### config.mk
export PLATFORM = sky130hd
export DESIGN_NAME = quiz_countdown_timer
export DESIGN_NICKNAME = d
export VERILOG_FILES = /design/src/rtl/quiz_countdown_timer.sv
export SDC_FILE = /design/constraint.sdc
export NUM_CORES = 1
export LEC_CHECK = 0
export ABC_AREA = 1
export BUFFER_PORTS_ARGS = -buffer_cell sky130_fd_sc_hd__buf_2
export CAP_MARGIN = 30
export CELL_PAD_IN_SITES_DETAIL_PLACEMENT = 1
export CELL_PAD_IN_SITES_GLOBAL_PLACEMENT = 1
export CORE_MARGIN = 1.5
export CORE_UTILIZATION = 49
export CTS_BUF_LIST = sky130_fd_sc_hd__clkbuf_16
export CTS_CLUSTER_DIAMETER = 30
export DETAILED_ROUTE_END_ITERATION = 12
export PLACE_DENSITY_LB_ADDON = 0.3
export SYNTH_ARGS = -nofsm -noshare
export SYNTH_HDL_FRONTEND = slang
export SYNTH_SLANG_ARGS = --single-unit
### constraint.sdc
create_clock -name CLK -period 9.95 [get_ports CLK]
set_input_delay 1.4925 -clock CLK [delete_from_list [all_inputs] [get_ports CLK]]
set_output_delay 1.4925 -clock CLK [all_outputs]
set_load 0.03 [all_outputs]
### src/rtl/quiz_countdown_timer.sv
// Two-phase quiz countdown timer: a grab window after Start, an answer window
// after a contestant is accepted, BCD display, warning blinker and expiry flags.
module quiz_countdown_timer #(
  parameter int TICKS_PER_SEC = 50_000_000,
  parameter int GRAB_SEC      = 30,
  parameter int ANSWER_SEC    = 60,
  parameter int WARN_SEC      = 5,
  parameter int BLINK_HALF    = 12_500_000
) (
  input  logic       CLK,
  input  logic       RSTn,
  input  logic       Start,
  input  logic       Answer,
  input  logic       Pause,
  input  logic       Clear,
  output logic [3:0] TimerH,
  output logic [3:0] TimerL,
  output logic [1:0] Phase,
  output logic       LED_Warn,
  output logic       Buzzer,
  output logic       TimeOver,
  output logic       TimeOver_Pulse
);

  localparam int MIN_SEC = (GRAB_SEC < ANSWER_SEC) ? GRAB_SEC : ANSWER_SEC;
  localparam int SEC_W   = $clog2(TICKS_PER_SEC);
  localparam int BLINK_W = $clog2(BLINK_HALF + 1);

  localparam logic [SEC_W-1:0]   SEC_MAX   = SEC_W'(TICKS_PER_SEC - 1);
  localparam logic [BLINK_W-1:0] BLINK_MAX = BLINK_W'(BLINK_HALF - 1);
  localparam logic [3:0] GRAB_T   = 4'(GRAB_SEC / 10);
  localparam logic [3:0] GRAB_U   = 4'(GRAB_SEC % 10);
  localparam logic [3:0] ANSWER_T = 4'(ANSWER_SEC / 10);
  localparam logic [3:0] ANSWER_U = 4'(ANSWER_SEC % 10);
  localparam logic [6:0] WARN_LIM = 7'(WARN_SEC);

  // Reject parameter values the counters and BCD loads cannot represent
  if (TICKS_PER_SEC < 2) begin : gChkTicks
    $error("TICKS_PER_SEC must be at least 2");
  end
  if (GRAB_SEC < 1 || GRAB_SEC > 99) begin : gChkGrab
    $error("GRAB_SEC must be in 1..99");
  end
  if (ANSWER_SEC < 1 || ANSWER_SEC > 99) begin : gChkAnswer
    $error("ANSWER_SEC must be in 1..99");
  end
  if (WARN_SEC < 0 || WARN_SEC > MIN_SEC - 1) begin : gChkWarn
    $error("WARN_SEC must be in 0..min(GRAB_SEC,ANSWER_SEC)-1");
  end
  if (BLINK_HALF < 1) begin : gChkBlink
    $error("BLINK_HALF must be at least 1");
  end

  typedef enum logic [1:0] {
    IDLE    = 2'b00,
    GRAB    = 2'b01,
    ANSWER  = 2'b10,
    EXPIRED = 2'b11
  } phase_t;

  phase_t             phase_q, phase_d;
  logic [3:0]         tens_q, tens_d;
  logic [3:0]         units_q, units_d;
  logic [SEC_W-1:0]   secCnt_q, secCnt_d;
  logic [BLINK_W-1:0] blinkCnt_q, blinkCnt_d;
  logic               warnAct_q, warnAct_d;
  logic               led_q, led_d;
  logic               buzz_q, buzz_d;
  logic               timeOver_q, timeOver_d;
  logic               pulse_q, pulse_d;

  logic       running;
  logic       tick;
  logic       warnNow;
  logic [6:0] countBin;

  // Next-state: control priority Clear > Start > Answer > second tick, then
  // the warning/expiry indicators derived from where the count is heading.
  // The second prescaler doubles as the expiry-buzzer timer while EXPIRED.
  always_comb begin
    phase_d    = phase_q;
    tens_d     = tens_q;
    units_d    = units_q;
    secCnt_d   = secCnt_q;
    blinkCnt_d = blinkCnt_q;
    warnAct_d  = warnAct_q;
    led_d      = led_q;
    buzz_d     = buzz_q;
    running    = (phase_q == GRAB) || (phase_q == ANSWER);
    tick       = running && !Pause && (secCnt_q == SEC_MAX);

    if (Clear) begin
      phase_d  = IDLE;
      tens_d   = 4'd0;
      units_d  = 4'd0;
      secCnt_d = '0;
    end else if (Start) begin
      phase_d  = GRAB;
      tens_d   = GRAB_T;
      units_d  = GRAB_U;
      secCnt_d = '0;
    end else if (Answer && (phase_q == GRAB)) begin
      phase_d  = ANSWER;
      tens_d   = ANSWER_T;
      units_d  = ANSWER_U;
      secCnt_d = '0;
    end else if (tick) begin
      secCnt_d = '0;
      if (units_q == 4'd0) begin
        units_d = 4'd9;
        tens_d  = tens_q - 4'd1;
      end else begin
        units_d = units_q - 4'd1;
      end
      if ((tens_q == 4'd0) && (units_q == 4'd1)) begin
        phase_d = EXPIRED;
      end
    end else if (running && !Pause) begin
      secCnt_d = secCnt_q + SEC_W'(1);
    end else if ((phase_q == EXPIRED) && (secCnt_q != SEC_MAX)) begin
      secCnt_d = secCnt_q + SEC_W'(1);
    end

    countBin   = 7'(tens_d) * 7'd10 + 7'(units_d);
    warnNow    = ((phase_d == GRAB) || (phase_d == ANSWER)) &&
                 (countBin != 7'd0) && (countBin <= WARN_LIM);
    timeOver_d = (phase_d == EXPIRED);
    pulse_d    = (phase_d == EXPIRED) && (phase_q != EXPIRED);

    if (phase_d == EXPIRED) begin
      warnAct_d  = 1'b0;
      led_d      = 1'b0;
      blinkCnt_d = '0;
      if (phase_q != EXPIRED) begin
        buzz_d = 1'b1;
      end else if (secCnt_q == SEC_MAX) begin
        buzz_d = 1'b0;
      end
    end else if (!warnNow) begin
      warnAct_d  = 1'b0;
      led_d      = 1'b0;
      buzz_d     = 1'b0;
      blinkCnt_d = '0;
    end else if (!warnAct_q) begin
      warnAct_d  = 1'b1;
      led_d      = 1'b1;
      buzz_d     = 1'b1;
      blinkCnt_d = '0;
    end else if (!Pause) begin
      if (blinkCnt_q == BLINK_MAX) begin
        blinkCnt_d = '0;
        led_d      = ~led_q;
        buzz_d     = ~buzz_q;
      end else begin
        blinkCnt_d = blinkCnt_q + BLINK_W'(1);
      end
    end
  end

  // State and registered outputs, cleared asynchronously by RSTn
  always_ff @(posedge CLK or negedge RSTn) begin
    if (!RSTn) begin
      phase_q    <= IDLE;
      tens_q     <= 4'd0;
      units_q    <= 4'd0;
      secCnt_q   <= '0;
      blinkCnt_q <= '0;
      warnAct_q  <= 1'b0;
      led_q      <= 1'b0;
      buzz_q     <= 1'b0;
      timeOver_q <= 1'b0;
      pulse_q    <= 1'b0;
    end else begin
      phase_q    <= phase_d;
      tens_q     <= tens_d;
      units_q    <= units_d;
      secCnt_q   <= secCnt_d;
      blinkCnt_q <= blinkCnt_d;
      warnAct_q  <= warnAct_d;
      led_q      <= led_d;
      buzz_q     <= buzz_d;
      timeOver_q <= timeOver_d;
      pulse_q    <= pulse_d;
    end
  end

  assign Phase          = phase_q;
  assign TimerH         = tens_q;
  assign TimerL         = units_q;
  assign LED_Warn       = led_q;
  assign Buzzer         = buzz_q;
  assign TimeOver       = timeOver_q;
  assign TimeOver_Pulse = pulse_q;

endmodule

After elaboration in Yosys (flattened, before gate mapping):

Index checks and enable logic that the tools add are counted.

* register bits after elaboration: 65
* output and inout bits: 14
* input port bits: 6
* logic and storage cells: 90

* equality and inequality tests: 14
* multiplexer cells: 40
* bitwise logic cells: 2
* add/sub/neg operators: 5
* multipliers: 1
* reductions and logical operators: 17
* order comparisons: 1

Operators with widths (number)
* $mux W26: 6
* $mux W24: 5
* $mux W4: 10
* $add A26 B1 Y26 const B: 1
* $eq A26 B26 Y1 const B: 1
* $ne A26 B26 Y1 const B: 1
* $add A24 B1 Y24 const B: 1
* $eq A24 B24 Y1 const B: 1
* $mux W1: 14
* $mux W2: 5
* $eq A2 B2 Y1 const B: 4
* $logic_and A1 B1 Y1: 8
* $logic_not A4 Y1: 2
* $sub A4 B1 Y4 const B: 2
* $add A7 B4 Y7: 1
* $le A7 B3 Y1 const B: 1
* $reduce_bool A7 Y1: 1
* $mul A4 B3 Y6 const B: 1
* $reduce_bool A6 Y1: 1
* $eq A2 B1 Y1 const B: 2
* $eq A4 B1 Y1 const B: 1
* $ne A4 B3 Y1 const B: 1
* $ne A4 B4 Y1 const B: 1
* $ne A3 B1 Y1 const B: 1
* 6 further kinds: 8

Depth between registers and ports, before layout:

* depth after elaboration: 15
* depth in mapped cells: 28

Worst setup path before layout:

OpenSTA, ideal clock, no wires.

* kind: input to register
* start point: input Pause
* end point: register blinkCnt_q[15]
* stages: 22
* buffers on the path: 1
* slack: 5.341 ns
* arrival: 4.538 ns
* data required time: 9.879 ns
* path through: nor2_2 > nand3_1 > inv_1 > nand3_1 > nand2_1 > o21ai_0 > o21ai_0 > inv_1 > ha_1 > ha_1 > fa_1 > inv_1 > nor3_1 > nand3_2 > nand2_1 > nand2_2 > nand2_4 > nand3_4 > a21oi_4 > buf_6 > nand2_1 > nor2_1

* word-level cells in the longest chain between the ends: 14
* elaborated cells between the ends (all ways): 28
* classes of those cells: 1 x add/sub; 1 x mul; 1 x order compare; 4 x eq/ne; 14 x mux; 7 x reduce/logical

Ends and longest elaborated chain
* from (decl): RTL line 14 `input logic Pause,`
* $logic_not A1 Y1 *
* $logic_and A1 B1 Y1 * (2 in a row): RTL line 90 `tick = running && !Pause && (secCnt_q == SEC_MAX);`
* $mux W4 *: RTL line 107 `end else if (tick) begin`
* $mux W4 *: RTL line 102 `end else if (Answer && (phase_q == GRAB)) begin`
* $mux W4 *: RTL line 97 `end else if (Start) begin`
* $mux W4 *: RTL line 92 `if (Clear) begin`
* net tens_d[1]: RTL line 62 `logic [3:0] tens_q, tens_d;`
* $mul A4 B3 Y6 *: RTL line 124 `countBin = 7'(tens_d) * 7'd10 + 7'(units_d);`
* $add A7 B4 Y7 *: RTL line 124
* branches (longest 2 deep; another with $le A7 B3 Y1)
* $logic_and A1 B1 Y1 *: RTL line 126 `(countBin != 7'd0) && (countBin <= WARN_LIM);`
* $mux W24: RTL line 139 `end else if (!warnNow) begin`
* $mux W24: RTL line 130 `if (phase_d == EXPIRED) begin`
* to (signal assigned): RTL line 178 `blinkCnt_q <= blinkCnt_d;`
* to (decl): RTL line 65 `logic [BLINK_W-1:0] blinkCnt_q, blinkCnt_d;`

Mark *: on every way through the listed nets, which the timed path passes.
A chain may end at the register's enable or synchronous reset.

Final worst setup path:

* start point: input Pause
* end point: register blinkCnt_q[11]

Same word-level chain as after synthesis.

==> impl_metrics.toml <==
[finish]
num-fill-cells = 1060
area_growth_pct = 11.1
drive_gt1_share_pct = 11.0
diodes = 0
layout.nets = 614

[floorplanning]
core_um2 = 8180
dieArea_um2 = 8930
start_util_pct = 50.2
std_cell_rows = 33
die_h_um = 94.5
io_pins = 20
die_w_um = 94.5

[worst_hold_path]
hold_class = "reg2reg"

[routing]
drc = 0
wl_met1_mm = 5.22
viasPerCell = 5.50
drtIter0Drc = 183
via_count = 3879
wl_met3_um = 240
drt_wl_total_mm = 11.5
top_layer_used = "met4"
drtAntennaViolNets = 0
met2_length_mm = 5.78
first_pass_iters = 4
wl_per_cell_um = 16.3

[power]
ir_drop_uv = 82.6
finalPower_mw = 0.618
leakagePower_nw = 2.08
cellPowerDensity_nw_per_um2 = 136

[setup_path]
cp_slowest_cell = "nand3_2"
crit_chain = "buf_2 -> nor2_2 -> nand3_1 -> inv_1 -> nand3_1 -> nand2_1 -> o21ai_0 -> o21ai_0 -> inv_1 -> ha_1 -> ha_1 -> fa_1 -> inv_1 -> o2111ai_1 -> a21oi_1 -> nand3_1 -> nor2_2 -> nand3_2 -> nand3b_1 -> nand2_1 -> nor2_1"
end_kind = "flop"
crit_path_start_kind = "input port"
crit_required_ns = 10.20
critPathMaxFanout = 41
crit_type = "in2reg"
cpPeakStageDelay_ns = 0.63
worstPathArrival_ns = 5.80

[clock_network]
cts.path.max_buffers = 2
cts_tree = "yes"
cts_root_buffer = "clkbuf_16"
clock_sinks = 65
postCtsSetupBuffers = 0
cts_hold_buffers = 0
insertion_delay_ns = 0.33
ctsHtreeMaxLevel = 3
cts_inserted_buffers = 9
clk_pin_slew_worst_paths_ns = 0.06
cts-resized-gates = 0

[synth]
synth_top_family_by_area = "simple AND/OR/NAND/NOR gates"
synth_xor_area_share_pct = 0.640
syn_inst = 573
ys_seq_area_share_pct = 39.6
synth.cell_area_um2 = 4100
synthSimpleGateAreaFrac_pct = 36.3
synth_compound_area_share_pct = 10.0
synth-edff-count = 0
syn_area_per_cell_um2 = 7.16
yosys.cell_types.count = 42
synth-seq-cells = 65
yosys_warnings = 0
yosys_most_used_dff = "dfrtp_1"
async_flop_share_pct = 100
muxShareOfSynthArea_pct = 0
syn-num-nets = 591
synthAdderAreaFrac_pct = 4.03

[flow_run]
drv_cap = 0

[grt]
antenna_found_initial = 0
grt_max_degree = 66
grt_pass1_wl_mm = 19.9
grt_pass1_vias = 4215
gr-total-overflow = 0
grt_usage_pct = 28.6

[timing]
tightest_slew_ns = 0.861
fin_tns_setup_ns = 0
setup_viol = 0
finalHoldViolations = 0
finClkSkew_ns = 0.00718
period_needed_ns = 5.55
rsz0062_at_grt = "false"
drv_slew = 0
max_freq_mhz = 180
period_share_pct = 55.8
relSlewSlack_pct = 42.6

[place]
numPortBuffers = 19
hpwl_mm = 8.13
gp_congestion = 0.862

[status]
status = "finished clean"
## flip-flops by register name, indices dropped and copies added, names as in the netlist, 2 cells and up
| signal | count |
|---|---|
| Phase | 2 |
| secCnt_q | 26 |
| TimerL | 4 |
| blinkCnt_q | 24 |
| TimerH | 4 |
## power breakdown
group	switching (mW)	internal, mW
Clock	0.117	0.189
Sequential	0.00230	0.267
Combinational	0.0320	0.0110
## final timing paths
check / depth (start not counted) / slack, ns / endpoint / startpoint
hold reg to reg: 2 / 0.51 / Buzzer$_DFFE_PN0P_ / Buzzer$_DFFE_PN0P_
hold / removal: 2 / 0.51 / Buzzer$_DFFE_PN0P_ / Buzzer$_DFFE_PN0P_
min in group asynchronous: 2 / 1.34 / secCnt_q[0]$_DFFE_PN0P_ / RSTn
max in group asynchronous: 2 / 8.03 / secCnt_q[18]$_DFFE_PN0P_ / RSTn
setup reg to reg: 24 / 4.85 / blinkCnt_q[11]$_DFFE_PN0P_ / secCnt_q[0]$_DFFE_PN0P_
setup / recovery: 21 / 4.40 / blinkCnt_q[11]$_DFFE_PN0P_ / Pause
## cell type report
| cell class | count | area (um^2) | area share [%] |
|---|---|---|---|
| Clock buffer | 9 | 225 | 4.94 |
| Clock inverter | 6 | 53.8 | 1.18 |
| Inverter | 86 | 325 | 7.14 |
| Multi-Input combinational cell | 414 | 2090 | 45.9 |
| Sequential cell | 65 | 1630 | 35.7 |
| Tap cell | 105 | 131 | 2.88 |
| Timing Repair Buffer | 20 | 103 | 2.25 |
## Yosys cell counts (2+ instances only)
cell | count | share of area (%)
dfrtp_1 | 65 | 40
inv_2 | 10 | 0.92
fa_1 | 2 | 0.98
o21ai_1 | 3 | 0.37
clkbuf_1 | 2 | 0.18
o21ai_0 | 17 | 2.1
nor4_1 | 13 | 2.0
buf_2 | 2 | 0.24
nor3_1 | 25 | 3.0
nor2_1 | 81 | 7.4
nand3b_1 | 3 | 0.55
nand3_1 | 43 | 5.2
nand4_1 | 12 | 1.8
a21oi_1 | 39 | 4.8
a311oi_1 | 2 | 0.43
xnor2_1 | 2 | 0.43
a31oi_1 | 3 | 0.46
nor2_2 | 5 | 0.76
inv_1 | 74 | 6.8
nand2_4 | 2 | 0.55
nand3_2 | 5 | 1.2
ha_1 | 10 | 3.0
buf_6 | 3 | 0.82
nand2_1 | 127 | 12
nand2_2 | 6 | 0.92
## through the flow
step / utilization (%) / instance area, um^2 / worst slack [ns] / hold WS (ns) / cells
final: 55.7 / 4560 / 4.40 / 0.509 / 705
after global routing: 55.7 / 4560 / 3.92 / 0.543 / 705
after CTS: 55.7 / 4560 / 4.38 / 0.508 / 705
after detailed placement: 52.3 / 4280 / 4.19 / 0.494 / 690
after global placement: 52.3 / 4280 / 4.46 / 0.485 / 690
after floorplan: - / 4100 / 5.34 / 0.468 / 573
## cells by family after synthesis
logic type               Yosys count
buffers and inverters             94
adder cells (fa/ha/maj)           12
XOR/XNOR                           3
AND/OR/NAND/NOR                  326
flip-flops                        65
AO/OA/AOI/OAI                     73
## placed cells by master (no fill, tap or decap), types with 2 or more instances in the layout
cell type	n
o21ai_0	17
inv_1	77
a21oi_1	39
o21ai_1	3
nand4_1	12
nand3_1	43
a31oi_1	3
fa_1	2
inv_2	10
nor4_1	13
a311oi_1	2
nor3_1	25
nand2_1	127
nand2_2	6
nor2_2	5
clkbuf_16	9
xnor2_1	2
nand3b_1	3
nand3_2	5
nand2_4	2
buf_2	19
nor2_1	81
dfrtp_1	65
ha_1	10
## metal layers
layer  GRT usage [%]  vias up
met5               0        -
met4            10.6        0
met3            4.35       19
met2            49.8       48
met1            35.8     1897
li1                -     1915
## worst max-delay path, delay by kind of cell
| kind | cells | cell delay (ns) |
|---|---|---|
| AND/OR/NAND/NOR | 10 | 2.23 |
| AO/OA/AOI/OAI | 4 | 0.59 |
| buffers and inverters | 4 | 0.51 |
| adder cells (fa/ha/maj) | 3 | 0.96 |
(Power assumes the default switching activity.)
